## src/rtl/core_pipe_pkg.sv

```systemverilog
// Shared pipeline-stage types: slot state encoding, default NOP and the IF->ID payload.
package core_pipe_pkg;

    localparam int unsigned IF_ID_XLEN = 32;
    localparam logic [IF_ID_XLEN-1:0] NOP_INSTR_DEF = 32'h00000013;

    typedef enum logic [1:0] {
        EMPTY,
        FULL,
        SKID
    } pipe_state_t;

    typedef struct packed {
        logic [IF_ID_XLEN-1:0] pc;
        logic [IF_ID_XLEN-1:0] pc_plus4;
        logic [IF_ID_XLEN-1:0] instr;
    } if_id_payload_t;

endpackage

```

## src/rtl/pipe_sat_counter.sv

```systemverilog
// Saturating up-counter with synchronous clear; clear wins over increment.
module pipe_sat_counter #(
    parameter int unsigned CNT_W = 16
) (
    input  logic             clk,
    input  logic             inc_i,
    input  logic             clr_i,
    output logic [CNT_W-1:0] count_o
);

    logic [CNT_W-1:0] count_q;
    logic [CNT_W-1:0] count_d;

    always_comb begin
        count_d = count_q;
        if (clr_i) begin
            count_d = '0;
        end else if (inc_i && (count_q != '1)) begin
            count_d = count_q + 1'b1;
        end
    end

    always_ff @(posedge clk) begin
        count_q <= count_d;
    end

    assign count_o = count_q;

endmodule

```

## src/rtl/if_id_pipe_reg.sv

```systemverilog
// IF->ID pipeline register: valid/ready on both sides, 2-entry skid, flush-to-bubble,
// and a saturating bubble counter for performance debug.
module if_id_pipe_reg
    import core_pipe_pkg::*;
#(
    // Payload struct is sized by the package; XLEN must stay equal to IF_ID_XLEN.
    parameter int unsigned     XLEN      = IF_ID_XLEN,
    parameter logic [XLEN-1:0] NOP_INSTR = NOP_INSTR_DEF,
    parameter int unsigned     CNT_W     = 16
) (
    input  logic             clk,
    input  logic             rst,
    input  logic             in_valid,
    output logic             in_ready,
    input  logic [XLEN-1:0]  in_pc,
    input  logic [XLEN-1:0]  in_pc_plus4,
    input  logic [XLEN-1:0]  in_instr,
    input  logic             flush,
    output logic             out_valid,
    input  logic             out_ready,
    output logic [XLEN-1:0]  out_pc,
    output logic [XLEN-1:0]  out_pc_plus4,
    output logic [XLEN-1:0]  out_instr,
    output logic [CNT_W-1:0] bubble_cnt
);

    pipe_state_t    state_q, state_d;
    if_id_payload_t main_q, main_d;
    if_id_payload_t skid_q, skid_d;
    if_id_payload_t in_payload;
    logic           in_fire;
    logic           out_fire;

    assign in_payload = '{pc: in_pc, pc_plus4: in_pc_plus4, instr: in_instr};

    // Both handshakes decode from registered state only, so no comb path crosses the stage.
    assign in_ready  = (state_q != SKID);
    assign out_valid = (state_q != EMPTY);
    assign in_fire   = in_valid & in_ready;
    assign out_fire  = out_valid & out_ready;

    always_comb begin
        state_d = state_q;
        main_d  = main_q;
        skid_d  = skid_q;
        if (flush) begin
            state_d = EMPTY;
        end else begin
            unique case (state_q)
                EMPTY: begin
                    if (in_fire) begin
                        state_d = FULL;
                        main_d  = in_payload;
                    end
                end
                FULL: begin
                    if (in_fire && out_fire) begin
                        main_d = in_payload;
                    end else if (in_fire) begin
                        state_d = SKID;
                        skid_d  = in_payload;
                    end else if (out_fire) begin
                        state_d = EMPTY;
                    end
                end
                SKID: begin
                    if (out_fire) begin
                        state_d = FULL;
                        main_d  = skid_q;
                    end
                end
                default: state_d = EMPTY;
            endcase
        end
    end

    always_ff @(posedge clk) begin
        if (rst) begin
            state_q <= EMPTY;
            main_q  <= '{pc: '0, pc_plus4: '0, instr: NOP_INSTR};
            skid_q  <= '0;
        end else begin
            state_q <= state_d;
            main_q  <= main_d;
            skid_q  <= skid_d;
        end
    end

    assign out_pc       = main_q.pc;
    assign out_pc_plus4 = main_q.pc_plus4;
    assign out_instr    = out_valid ? main_q.instr : NOP_INSTR;

    pipe_sat_counter #(
        .CNT_W(CNT_W)
    ) u_bubble_cnt (
        .clk    (clk),
        .inc_i  (~out_valid & out_ready),
        .clr_i  (rst),
        .count_o(bubble_cnt)
    );

endmodule

```

## config.mk

```make
export PLATFORM = sky130hd
export DESIGN_NAME = if_id_pipe_reg
export DESIGN_NICKNAME = d
export VERILOG_FILES = /design/src/rtl/core_pipe_pkg.sv /design/src/rtl/pipe_sat_counter.sv /design/src/rtl/if_id_pipe_reg.sv
export SDC_FILE = /design/constraint.sdc
export NUM_CORES = 1
export LEC_CHECK = 0
export CAP_MARGIN = 20
export CORE_UTILIZATION = 25
export DETAILED_ROUTE_END_ITERATION = 8
export PLACE_DENSITY = 0.44
export SYNTH_ARGS = -nofsm -noshare
export SYNTH_HDL_FRONTEND = slang
export SYNTH_SLANG_ARGS = --single-unit
```

## constraint.sdc

```tcl
create_clock -name clk -period 2.5 [get_ports clk]
set_clock_uncertainty 0.1 [all_clocks]
set_input_delay 0.75 -clock clk [delete_from_list [all_inputs] [get_ports clk]]
set_output_delay 0.75 -clock clk [all_outputs]
set_load 0.02 [all_outputs]
```

==> qor.csv <==
metric,value,unit
row cnt,70,
Placed Cells,1657,
worst-path maximum fanout,6,
CTS tree,built,
initial antenna violation count,3,
DR WL/cell,16.9,um
Yosys top cell area share,0.450,
Die H,195,um
Ports,215,
CTS Hold Bufs,0,
Area Overhead vs Synth,38.8,%
Yosys cell types,39,
synth top area cells,"dfxtp_1, a21oi_1, mux2i_1",
core area,36700,um2
total global routing track utilization,0.148,
Root Driver,clkbuf_16,
die width,195,um
total wire length,28.9,mm
share of post-route cells with drive strength above 1,0.137,
pin count of the biggest net entering global routing,61,
syn_area_per_cell,8.67,um2
vias in the first global route,7742,
unrepaired setup endpoints after global routing,yes,
Post-Syn Area,9350,um2
type of origin of the critical path,flop,
post-route total power,8630,uW
worst setup margin,0.0444,ns
Critical Path RT,1.65,ns
"Critical Path, Cell by Cell","nor2_4, buf_12, clkbuf_16, nor2b_1, buf_4",
Max Root-Sink Buffers,3,
status,"complete, no violations",
"Hold Vio Cnt, Final",0,
CP endpoint kind,output port,
"flops & latches, synth",210,
Crit Path Class,reg -> out,
CTS buffer count,27,
CP bufs+invs,3,
placer congestion estimate,0.737,
HP Class,reg -> reg,
largest area contributor in the netlist,dfxtp_1,
Synth async-reset ratio,0,
vias per cell,4.73,
max cap viols,0,
critical path's slowest cell,dfxtp_2,
actual transition at the worst max-transition pin,0.538,ns
first-pass GRT wire length,45.3,mm
"EDFF count, synth",0,
port bufs,214,
Synth Flop Type,dfxtp_1,
"commonest non-fill, non-tap cell in the layout",dfxtp_1,
"delay-heaviest family, CP",buffers and inverters,
fin crit period,2.46,ns
"Clk Latency, worst-skew pair",0.53,ns
Mapped Cells,1078,
DPL Wire Length,18.2,mm
post-route insts no fill,1713,
relative slew slack,0.641,
crit share post-route,0.982,
Nets,1325,
CP max stage delay,0.33,ns
Die Area,38200,um2
"Slew Viols, Final",0,
total grt overflow,0,
syn nets,1180,
DR iter-0 viols,367,
initial core utilization,0.255,
H-tree lvl count,1,
Final ANT Viol Nets,0,
Ys Warns,0,
drt drc,0,
clock sinks,210,
fmax,407,MHz
pre-CTS setup slack,-0.462,ns
clk slew on worst S/H paths,0.06,ns
final setup fails,0,
Leak,0.00513,uW
peak supply drop,0.488,mV
via count,8102,
pwr dens,666,nW/um2
Pre-antenna DRT Iters,5,
register area share after synthesis,0.450,
most frequent cells in the layout,"dfxtp_1, a21oi_1, nand2_1",
Crit path arrival time,1.61,ns
Worst Hold Slack,0.351,ns
-- routing by layer --
metal / GRT usage / wire length [um] / vias up
li1: - / - / 4102
met1: 0.199 / 13600 / 3792
met2: 0.236 / 13200 / 177
met3: 0.0328 / 1490 / 31
met4: 0.0411 / 559 / 0
met5: 0 / 0 / -
-- timing repair --
action,4_1_cts,5_1_grt
resized for setup,140,27
endpoints found under the setup margin,44,25
cloned,1,1
hold endpoints to repair,0,0
pin swaps,0,1
buffers inserted,3,0
-- cell type report --
| class | instances | area (um2) |
|---|---|---|
| repair buffers | 283 | 2930 |
| well taps | 468 | 586 |
| multi-input cells | 697 | 4330 |
| fillers | 3758 | 23700 |
| flip-flops and latches | 210 | 4210 |
| inverters | 4 | 20.0 |
| clock buffers | 38 | 787 |
| clock inverters | 10 | 105 |
| diodes | 3 | 7.51 |
-- metrics by stage --
step	util	TNS (ns)	cell area, um2
2_1_floorplan	-	0	9350
3_5_place_dp	0.328	-24.20	12000
6_report	0.353	0	13000
5_1_grt	0.353	-0.519	13000
4_1_cts	0.351	-0.495	12900
3_3_place_gp	0.328	-19.52	12000
-- flip-flops by register name (all words and copies together), names as in the netlist --
signal and flops:
state_q 2, out_pc_plus4 32, main_q 32, u_bubble_cnt.count_o 16, skid_q 96, out_pc 32
-- final timing paths --
path                   start                       end  slack, ns  cells after the start
setup reg to reg  state_q[0]  u_bubble_cnt.count_o[15]       0.24                      5
hold / removal    skid_q[47]                skid_q[47]       0.35                      2
setup / recovery  state_q[1]             out_instr[15]       0.04                      5
hold reg to reg   skid_q[47]                skid_q[47]       0.35                      2
-- cell families (layout without fill, tap and decap cells) --
group,count (synthesis),after routing,synth area share
xor gates and xnor gates,1,1,0.000937
buffers and inverters,171,335,0.0952
other,0,3,0
AOI/OAI and AO/OA,320,320,0.216
adders and majority gates,1,1,0.00134
muxes,97,97,0.104
and+or+nand+nor,278,278,0.133
DFF,210,210,0.450
-- report_power, final --
group          switching [uW]  internal [uW]  leakage (uW)
Sequential               80.4           3490       0.00171
Combinational             596            599       0.00298
Clock                    1490           2380      0.000440
-- tightest hold or removal path, delay by kind of cell (launching register included) --
| family | cells | cell delay (ns) |
|---|---|---|
| AOI/OAI and AO/OA | 1 | 0.05 |
| and+or+nand+nor | 1 | 0.05 |
| DFF | 1 | 0.30 |
-- cells in the mapped netlist (5+ instances only) --
| cell | count |
|---|---|
| a21oi_1 | 202 |
| a311oi_1 | 93 |
| buf_2 | 6 |
| buf_4 | 64 |
| clkbuf_1 | 96 |
| dfxtp_1 | 210 |
| mux2i_1 | 97 |
| nand2_1 | 200 |
| nand3_1 | 5 |
| nand4_1 | 6 |
| nor2b_1 | 30 |
| nor3_1 | 7 |
| o21ai_0 | 6 |
| o31ai_1 | 7 |
| or3_1 | 7 |
| or4_1 | 7 |
(Power assumes the default switching activity.)
